--- src/rtl/ex2_stage_reg_pkg.sv ---
// ex2_pkg: packet layout, occupancy encoding and helpers shared by the ID2->EX2 register bank.
// Field order of ex2_pkt_t is fixed; aluop occupies the MSBs of the packed vector.
package ex2_pkg;

  localparam int unsigned EX2_PKT_W = 162;

  typedef struct packed {
    logic [3:0]  aluop;
    logic [1:0]  alusrc1;
    logic        alusrc2;
    logic [2:0]  branchop;
    logic        brnch_sel;
    logic [31:0] immed;
    logic [3:0]  memop;
    logic        order;
    logic [31:0] pc;
    logic [4:0]  rd;
    logic [31:0] reg1;
    logic [31:0] reg2;
    logic        regwrite;
    logic [1:0]  rfwt_sel;
    logic [4:0]  rs1;
    logic [4:0]  rs2;
  } ex2_pkt_t;

  typedef enum logic [1:0] {
    OCC_EMPTY = 2'd0,
    OCC_ONE   = 2'd1,
    OCC_TWO   = 2'd2
  } ex2_occ_e;

  function automatic logic [EX2_PKT_W-1:0] ex2_pack(input ex2_pkt_t p);
    return p;
  endfunction

  function automatic ex2_pkt_t ex2_unpack(input logic [EX2_PKT_W-1:0] v);
    return ex2_pkt_t'(v);
  endfunction

  function automatic ex2_occ_e ex2_occ_of(input logic m_vld, input logic s_vld);
    return ex2_occ_e'({1'b0, m_vld} + {1'b0, s_vld});
  endfunction

endpackage

--- src/rtl/ex2_stage_reg_if.sv ---
// ID2->EX2 bank bus: master is the ID2/EX2 side driving packets and control, slave is the bank.
interface ex2_stage_reg_if
  import ex2_pkg::*;
#(
  parameter int unsigned PKT_W = EX2_PKT_W
);

  logic [PKT_W-1:0] ex2_pkt_d;
  logic             ex2_valid_d;
  logic             ex2_we;
  logic             id2_ready;
  logic             ex2_stall;
  logic             ex2_flush;
  logic [PKT_W-1:0] ex2_pkt_q;
  logic             ex2_valid_q;
  logic [1:0]       ex2_occ;
  logic             ex2_ovf_err;

  modport master (
    output ex2_pkt_d, ex2_valid_d, ex2_we, ex2_stall, ex2_flush,
    input  id2_ready, ex2_pkt_q, ex2_valid_q, ex2_occ, ex2_ovf_err
  );

  modport slave (
    input  ex2_pkt_d, ex2_valid_d, ex2_we, ex2_stall, ex2_flush,
    output id2_ready, ex2_pkt_q, ex2_valid_q, ex2_occ, ex2_ovf_err
  );

endinterface

--- src/rtl/ex2_stage_reg_skid_slot.sv ---
// ex2_skid_slot: one valid bit plus payload with load/clear; used for both main and skid entries.
// Valid always resets; payload resets only when PAYLOAD_RST=1.
module ex2_skid_slot #(
  parameter int unsigned W           = 162,
  parameter bit          PAYLOAD_RST = 1'b1
) (
  input  logic         CLK,
  input  logic         RST_N,
  input  logic         i_load,
  input  logic         i_clr,
  input  logic [W-1:0] i_pkt,
  output logic         o_vld,
  output logic [W-1:0] o_pkt
);

  logic         r_vld;
  logic [W-1:0] r_pkt;

  always_ff @(posedge CLK or negedge RST_N) begin
    if (!RST_N) begin
      r_vld <= 1'b0;
    end else if (i_clr) begin
      r_vld <= 1'b0;
    end else if (i_load) begin
      r_vld <= 1'b1;
    end
  end

  generate
    if (PAYLOAD_RST) begin : g_pkt_rst
      always_ff @(posedge CLK or negedge RST_N) begin
        if (!RST_N) begin
          r_pkt <= '0;
        end else if (i_load) begin
          r_pkt <= i_pkt;
        end
      end
    end else begin : g_pkt_norst
      always_ff @(posedge CLK) begin
        if (i_load) begin
          r_pkt <= i_pkt;
        end
      end
    end
  endgenerate

  assign o_vld = r_vld;
  assign o_pkt = r_pkt;

endmodule

--- src/rtl/ex2_stage_reg.sv ---
// ex2_stage_reg: ID2->EX2 pipeline register bank for pipe 2 with stall hold and flush-to-bubble.
// EX2_SKID_EN adds a skid entry so id2_ready is registered; without it ready is combinational.
module ex2_stage_reg
  import ex2_pkg::*;
#(
  parameter int unsigned PKT_W       = EX2_PKT_W,
  parameter bit          PAYLOAD_RST = 1'b1
) (
  input  logic            CLK,
  input  logic            RST_N,
  ex2_stage_reg_if.slave  bus
);

  logic             w_m_vld;
  logic [PKT_W-1:0] w_m_pkt;
  logic [PKT_W-1:0] w_m_din;
  logic             w_m_load;
  logic             w_m_clr;
  logic             w_m_vld_nxt;
  logic             w_s_vld;
  logic             w_s_vld_nxt;
  logic             w_consume;
  logic             w_accept;
  logic             w_ready;
  logic             w_ovf_hit;
  ex2_occ_e         r_occ;
  logic             r_ovf;

  assign w_consume = w_m_vld & ~bus.ex2_stall;
  assign w_accept  = bus.ex2_we & bus.ex2_valid_d & w_ready;
  assign w_ovf_hit = bus.ex2_we & bus.ex2_valid_d & ~w_ready;

`ifdef EX2_SKID_EN
  logic             r_ready;
  logic             w_m_from_s;
  logic             w_s_load;
  logic             w_s_clr;
  logic [PKT_W-1:0] w_s_pkt;

  assign w_ready = r_ready;

  // Skid drains into main before anything new is taken, keeping strict FIFO order.
  always_comb begin
    w_m_load   = 1'b0;
    w_m_clr    = 1'b0;
    w_m_from_s = 1'b0;
    w_s_load   = 1'b0;
    w_s_clr    = 1'b0;
    if (bus.ex2_flush) begin
      w_m_clr = 1'b1;
      w_s_clr = 1'b1;
    end else if (w_s_vld && w_consume) begin
      w_m_load   = 1'b1;
      w_m_from_s = 1'b1;
      w_s_clr    = 1'b1;
    end else if (w_accept && (!w_m_vld || w_consume)) begin
      w_m_load = 1'b1;
    end else if (w_accept) begin
      w_s_load = 1'b1;
    end else if (w_consume) begin
      w_m_clr = 1'b1;
    end
  end

  assign w_m_din     = w_m_from_s ? w_s_pkt : bus.ex2_pkt_d;
  assign w_s_vld_nxt = w_s_load | (w_s_vld & ~w_s_clr);

  ex2_skid_slot #(
    .W           (PKT_W),
    .PAYLOAD_RST (PAYLOAD_RST)
  ) u_slot_s (
    .CLK    (CLK),
    .RST_N  (RST_N),
    .i_load (w_s_load),
    .i_clr  (w_s_clr),
    .i_pkt  (bus.ex2_pkt_d),
    .o_vld  (w_s_vld),
    .o_pkt  (w_s_pkt)
  );
`else
  // Without a skid entry, ready must drop in the same cycle EX2 stalls a held packet.
  assign w_ready = ~(w_m_vld & bus.ex2_stall);

  always_comb begin
    w_m_load = 1'b0;
    w_m_clr  = 1'b0;
    if (bus.ex2_flush) begin
      w_m_clr = 1'b1;
    end else if (w_accept) begin
      w_m_load = 1'b1;
    end else if (w_consume) begin
      w_m_clr = 1'b1;
    end
  end

  assign w_m_din     = bus.ex2_pkt_d;
  assign w_s_vld     = 1'b0;
  assign w_s_vld_nxt = 1'b0;
`endif

  assign w_m_vld_nxt = w_m_load | (w_m_vld & ~w_m_clr);

  ex2_skid_slot #(
    .W           (PKT_W),
    .PAYLOAD_RST (PAYLOAD_RST)
  ) u_slot_m (
    .CLK    (CLK),
    .RST_N  (RST_N),
    .i_load (w_m_load),
    .i_clr  (w_m_clr),
    .i_pkt  (w_m_din),
    .o_vld  (w_m_vld),
    .o_pkt  (w_m_pkt)
  );

  always_ff @(posedge CLK or negedge RST_N) begin
    if (!RST_N) begin
      r_occ   <= OCC_EMPTY;
      r_ovf   <= 1'b0;
`ifdef EX2_SKID_EN
      r_ready <= 1'b1;
`endif
    end else begin
      r_occ <= ex2_occ_of(w_m_vld_nxt, w_s_vld_nxt);
      if (w_ovf_hit) begin
        r_ovf <= 1'b1;
      end
`ifdef EX2_SKID_EN
      r_ready <= ~w_s_vld_nxt;
`endif
    end
  end

  assign bus.ex2_pkt_q   = w_m_pkt;
  assign bus.ex2_valid_q = w_m_vld;
  assign bus.id2_ready   = w_ready;
  assign bus.ex2_ovf_err = r_ovf;
`ifdef EX2_SKID_EN
  assign bus.ex2_occ     = r_occ;
`else
  assign bus.ex2_occ     = {1'b0, r_occ == OCC_ONE};
`endif

  a_pkt_w: assert property (@(posedge CLK) PKT_W == EX2_PKT_W);

  a_skid_order: assert property (@(posedge CLK) disable iff (!RST_N)
    !(w_s_vld && !w_m_vld));

  a_occ_max: assert property (@(posedge CLK) disable iff (!RST_N)
    bus.ex2_occ <= 2'd2);

  a_occ_track: assert property (@(posedge CLK) disable iff (!RST_N)
    bus.ex2_occ == ({1'b0, w_m_vld} + {1'b0, w_s_vld}));

endmodule

--- src/flat_wrapper.sv ---
// flat-port wrapper written by rule: the top's interface ports become plain ports
module ex2_stage_reg_flat import ex2_pkg::*;
#(
  parameter int unsigned PKT_W       = EX2_PKT_W,
  parameter bit          PAYLOAD_RST = 1'b1
)
  (CLK, RST_N, bus_ex2_pkt_d, bus_ex2_valid_d, bus_ex2_we, bus_ex2_stall, bus_ex2_flush, bus_id2_ready, bus_ex2_pkt_q, bus_ex2_valid_q, bus_ex2_occ, bus_ex2_ovf_err);
  ex2_stage_reg_if #(.PKT_W(PKT_W)) bus_i ();
  input  logic CLK;
  input  logic RST_N;
  input wire logic [$bits(bus_i.ex2_pkt_d)-1:0] bus_ex2_pkt_d;
  input wire logic [$bits(bus_i.ex2_valid_d)-1:0] bus_ex2_valid_d;
  input wire logic [$bits(bus_i.ex2_we)-1:0] bus_ex2_we;
  input wire logic [$bits(bus_i.ex2_stall)-1:0] bus_ex2_stall;
  input wire logic [$bits(bus_i.ex2_flush)-1:0] bus_ex2_flush;
  output wire logic [$bits(bus_i.id2_ready)-1:0] bus_id2_ready;
  output wire logic [$bits(bus_i.ex2_pkt_q)-1:0] bus_ex2_pkt_q;
  output wire logic [$bits(bus_i.ex2_valid_q)-1:0] bus_ex2_valid_q;
  output wire logic [$bits(bus_i.ex2_occ)-1:0] bus_ex2_occ;
  output wire logic [$bits(bus_i.ex2_ovf_err)-1:0] bus_ex2_ovf_err;
  assign bus_i.ex2_pkt_d = bus_ex2_pkt_d;
  assign bus_i.ex2_valid_d = bus_ex2_valid_d;
  assign bus_i.ex2_we = bus_ex2_we;
  assign bus_i.ex2_stall = bus_ex2_stall;
  assign bus_i.ex2_flush = bus_ex2_flush;
  assign bus_id2_ready = bus_i.id2_ready;
  assign bus_ex2_pkt_q = bus_i.ex2_pkt_q;
  assign bus_ex2_valid_q = bus_i.ex2_valid_q;
  assign bus_ex2_occ = bus_i.ex2_occ;
  assign bus_ex2_ovf_err = bus_i.ex2_ovf_err;
  ex2_stage_reg #(.PKT_W(PKT_W), .PAYLOAD_RST(PAYLOAD_RST)) u_core (.CLK(CLK), .RST_N(RST_N), .bus(bus_i));
endmodule
--- config.mk ---
export PLATFORM = sky130hd
export DESIGN_NAME = ex2_stage_reg_flat
export DESIGN_NICKNAME = d
export VERILOG_FILES = /design/src/rtl/ex2_stage_reg_pkg.sv /design/src/rtl/ex2_stage_reg_if.sv /design/src/rtl/ex2_stage_reg_skid_slot.sv /design/src/rtl/ex2_stage_reg.sv /design/src/flat_wrapper.sv
export SDC_FILE = /design/constraint.sdc
export NUM_CORES = 1
export LEC_CHECK = 0
export ABC_AREA = 1
export CELL_PAD_IN_SITES_DETAIL_PLACEMENT = 0
export CELL_PAD_IN_SITES_GLOBAL_PLACEMENT = 1
export CORE_ASPECT_RATIO = 1.5
export CORE_UTILIZATION = 28
export DETAILED_ROUTE_END_ITERATION = 6
export PLACE_DENSITY_LB_ADDON = 0.25
export SYNTH_ARGS = -nofsm -noshare
export SYNTH_HDL_FRONTEND = slang
export SYNTH_SLANG_ARGS = --single-unit
--- constraint.sdc ---
create_clock -name CLK -period 1.7 [get_ports CLK]
set_clock_uncertainty 0.15 [all_clocks]
set_input_delay 0.255 -clock CLK [delete_from_list [all_inputs] [get_ports CLK]]
set_output_delay 0.255 -clock CLK [all_outputs]
set_load 0.01 [all_outputs]
==> run_summary.xml <==
<?xml version="1.0" encoding="UTF-8"?>
<metrics>
  <group name="floorplanning">
    <metric name="die_area" unit="um2">23600</metric>
    <metric name="die_height" unit="um">188</metric>
    <metric name="core_region_area" unit="um2">22500</metric>
    <metric name="num_io_pins" unit="">335</metric>
    <metric name="start_util" unit="">0.286</metric>
    <metric name="fp-row-count" unit="">67</metric>
    <metric name="fp.dieW" unit="um">126</metric>
  </group>
  <group name="grt">
    <metric name="first_global_vias" unit="">6126</metric>
    <metric name="grt_max_degree" unit="">72</metric>
    <metric name="groute.usage.overall" unit="">0.185</metric>
    <metric name="grt_first_pass_wirelength" unit="um">34000</metric>
    <metric name="overflow" unit="">0</metric>
    <metric name="number_of_antenna_violations_at_the_first_check_in_global_routing" unit="">0</metric>
  </group>
  <group name="critical_path">
    <metric name="worstPathRequired" unit="ns">1.29</metric>
    <metric name="regToRegSetupSlack" unit="ns">0.26</metric>
    <metric name="rr_endpoint" unit="">u_core.u_slot_m.o_pkt[151]$_DFFE_PN0P_</metric>
    <metric name="timing.critical_path.to_type" unit="">primary output</metric>
    <metric name="crit_path_cell_trace" unit="">nand2_4 -&gt; clkdlybuf4s15_1</metric>
    <metric name="cpMaxStageDelayCell" unit="">sky130_fd_sc_hd__dfrtp_1</metric>
    <metric name="worst_setup_path_start_kind" unit="">flip-flop</metric>
    <metric name="regToRegStartpoint" unit="">u_core.u_slot_m.o_vld$_DFFE_PN0P_</metric>
    <metric name="critical_path_arrival" unit="ns">1.21</metric>
    <metric name="crit_path_max_fanout" unit="">6</metric>
    <metric name="setup.worst_path.class" unit="">flip-flop to primary output</metric>
    <metric name="biggest_cell_delay_along_the_critical_path" unit="ns">0.41</metric>
    <metric name="worst_r2r_path_depth" unit="">5</metric>
  </group>
  <group name="layout">
    <metric name="flow.area_growth_from_synthesis" unit="%">67.5</metric>
    <metric name="post_layout_nonfiller_instances" unit="">1335</metric>
    <metric name="fin_area" unit="um2">10800</metric>
    <metric name="n_antenna_cell" unit="">0</metric>
    <metric name="layout-drive-gt1-share" unit="">0.0670</metric>
    <metric name="count_of_filler_cells_inserted_in_the_layout" unit="">2276</metric>
    <metric name="finalNetCount" unit="">1215</metric>
  </group>
  <group name="run">
    <metric name="timing.max_cap.violations" unit="">0</metric>
  </group>
  <group name="synth">
    <metric name="synth-seq-area-share" unit="">0.642</metric>
    <metric name="async_flop_share" unit="">1.00</metric>
    <metric name="syn-mean-instance-area" unit="um2">9.03</metric>
    <metric name="synth_area" unit="um2">6430</metric>
    <metric name="synthesis.yosys.warnings" unit="">0</metric>
    <metric name="synth_largest_type_area_fraction" unit="">0.642</metric>
    <metric name="synth_top_cells_by_count" unit="">sky130_fd_sc_hd__nand2_1, sky130_fd_sc_hd__dfrtp_1, sky130_fd_sc_hd__nand3_1, sky130_fd_sc_hd__clkbuf_1, sky130_fd_sc_hd__buf_2</metric>
    <metric name="synth.most_common_cell" unit="">sky130_fd_sc_hd__nand2_1</metric>
    <metric name="synth_enable_flop_cells" unit="">0</metric>
    <metric name="yosys-top-cells-area" unit="">sky130_fd_sc_hd__dfrtp_1, sky130_fd_sc_hd__nand2_1, sky130_fd_sc_hd__nand3_1</metric>
    <metric name="synthFlopType" unit="">sky130_fd_sc_hd__dfrtp_1</metric>
    <metric name="synth_nets" unit="">880</metric>
    <metric name="post_synth_num_cell_types" unit="">12</metric>
    <metric name="synth_largest_area_cell" unit="">sky130_fd_sc_hd__dfrtp_1</metric>
    <metric name="synth_seq_cells" unit="">165</metric>
    <metric name="synthCells" unit="">712</metric>
  </group>
  <group name="timing">
    <metric name="timing.fmax" unit="GHz">0.619</metric>
    <metric name="timing.final.hold_violations" unit="">0</metric>
    <metric name="setup_repair_after_global_routing_missed_its_margin" unit="">false</metric>
    <metric name="final_count_of_pins_violating_max_slew" unit="">0</metric>
    <metric name="layout_min_cycle_time" unit="ns">1.62</metric>
    <metric name="final.period_utilization" unit="">0.951</metric>
    <metric name="setup_violations" unit="">0</metric>
  </group>
  <group name="drt">
    <metric name="drt-initial-drc-count" unit="">244</metric>
    <metric name="viasPerCell" unit="">4.50</metric>
    <metric name="route.detailed.wl_per_inst" unit="um">15.9</metric>
    <metric name="detailedRoute.firstPassIterationCount" unit="">4</metric>
    <metric name="detailroute.via_count" unit="">6001</metric>
    <metric name="drc_errors_left" unit="">0</metric>
    <metric name="route.final.wire_length" unit="um">21300</metric>
    <metric name="drtAntennaViolNets" unit="">0</metric>
  </group>
  <group name="place">
    <metric name="port-buffer-count" unit="">333</metric>
    <metric name="hpwl" unit="um">14900</metric>
    <metric name="gp_routability_congestion" unit="">0.708</metric>
    <metric name="placed_cells_incl_taps" unit="">1303</metric>
    <metric name="post_dp_cell_area" unit="um2">10300</metric>
  </group>
  <group name="worst_hold_path">
    <metric name="hp-class" unit="">primary input to async pin</metric>
  </group>
  <group name="cts">
    <metric name="cts_max_path_buffers" unit="">2</metric>
    <metric name="cts_tree" unit="">yes</metric>
    <metric name="cts_sinks" unit="">165</metric>
    <metric name="cts.root.buffer_cell" unit="">sky130_fd_sc_hd__clkbuf_16</metric>
    <metric name="clock_tree.htree_level_count" unit="">4</metric>
    <metric name="path_clk_slew" unit="ns">0.07</metric>
    <metric name="cts_setup_buffers" unit="">0</metric>
    <metric name="clkLatencyLatePin" unit="ns">0.42</metric>
    <metric name="cts_made_buffers" unit="">17</metric>
  </group>
  <group name="run_status">
    <metric name="run_status" unit="">finished, final reports clean</metric>
  </group>
  <group name="power">
    <metric name="static-leakage-power" unit="uW">0.00566</metric>
    <metric name="vdd_drop_max" unit="uV">629</metric>
    <metric name="power_density" unit="nW/um2">1100</metric>
  </group>
</metrics>
[flip-flops by register name, summed over array words and instances (netlist names)]
name                    flops
u_core.u_slot_m.o_pkt     162
u_core.bus.ex2_ovf_err      1
u_core.r_occ                1
u_core.u_slot_m.o_vld       1
[stage by stage]
step / setup TNS (ns) / total power, uW / util / setup WS, ns / hold slack [ns]
final: 0 / 11900 / 0.480 / 0.0841 / 0.155
after detailed placement: -15.07 / 8080 / 0.458 / -0.115 / 0.0318
after CTS: 0 / 12100 / 0.480 / 0.00692 / 0.150
after floorplan: 0 / 5930 / - / 0.315 / -0.191
after global placement: -11.85 / 8050 / 0.458 / -0.0977 / 0.0355
after global routing: 0 / 12500 / 0.480 / 0.0119 / 0.161
[report_power, final]
| part | switching, uW | leakage [uW] | internal [uW] | total (uW) |
|---|---|---|---|---|
| sequential | 332 | 0.00205 | 4580 | 4910 |
| clock | 1610 | 0.000326 | 2770 | 4380 |
| combinational | 1270 | 0.00329 | 1290 | 2560 |
| total | 3210 | 0.00566 | 8640 | 11900 |
[worst max-delay path by stage]
stage | startpoint | to
final | u_core.u_slot_m.o_vld$_DFFE_PN0P_ | bus_id2_ready
after global routing | u_core.u_slot_m.o_vld$_DFFE_PN0P_ | bus_id2_ready
after CTS | u_core.u_slot_m.o_vld$_DFFE_PN0P_ | bus_id2_ready
after detailed placement | bus_ex2_we | u_core.u_slot_m.o_pkt[88]$_DFFE_PN0P_
after global placement | bus_ex2_stall | bus_id2_ready
after floorplan | u_core.u_slot_m.o_vld$_DFFE_PN0P_ | u_core.u_slot_m.o_pkt[27]$_DFFE_PN0P_
[cell usage in the layout, fill, tap and decap left out, types with 2 or more instances in the layout]
cell,count
sky130_fd_sc_hd__clkinv_4,2
sky130_fd_sc_hd__nand3_1,162
sky130_fd_sc_hd__nand2_1,324
sky130_fd_sc_hd__buf_4,24
sky130_fd_sc_hd__nand2_4,2
sky130_fd_sc_hd__buf_12,11
sky130_fd_sc_hd__a21oi_1,2
sky130_fd_sc_hd__inv_6,2
sky130_fd_sc_hd__clkdlybuf4s50_1,166
sky130_fd_sc_hd__dlygate4sd2_1,165
sky130_fd_sc_hd__clkbuf_8,4
sky130_fd_sc_hd__dfrtp_1,165
sky130_fd_sc_hd__bufinv_16,5
sky130_fd_sc_hd__clkbuf_16,17
[cell type report]
cell class	count	area, um2	area share
flip-flops and latches	165	4130	0.383
clock inverters	10	193	0.0179
repair buffers	369	3540	0.328
multi-input cells	494	2090	0.194
clock buffers	21	480	0.0446
well taps	276	345	0.0321
[layer usage]
metal	track usage	wire length (um)	up-vias
met2	0.315	10600	217
met3	0.0639	1680	17
met4	0.0607	298	0
met1	0.216	8680	2813
met5	0	0	-
li1	-	-	2954
[worst max-delay path: cells and delay by family (launching register included)]
| kind | cells | cell delay (ns) |
|---|---|---|
| simple gates | 1 | 0.14 |
| flops | 1 | 0.41 |
| buf+inv | 1 | 0.25 |
[what timing repair did]
action	CTS	global route
endpoints found under the hold margin	139	0
setup endpoints to repair	166	1
gates resized for setup	166	1
hold buffers	1	0
[kinds of logic after synthesis]
kind of cell	Yosys count	synth area share
and+or+nand+nor	490	0.319
DFF	165	0.642
buffers and inverters	53	0.0354
AOI/OAI and AO/OA	3	0.00272
other	1	0.000583
Power figures use the tool's default switching activity.
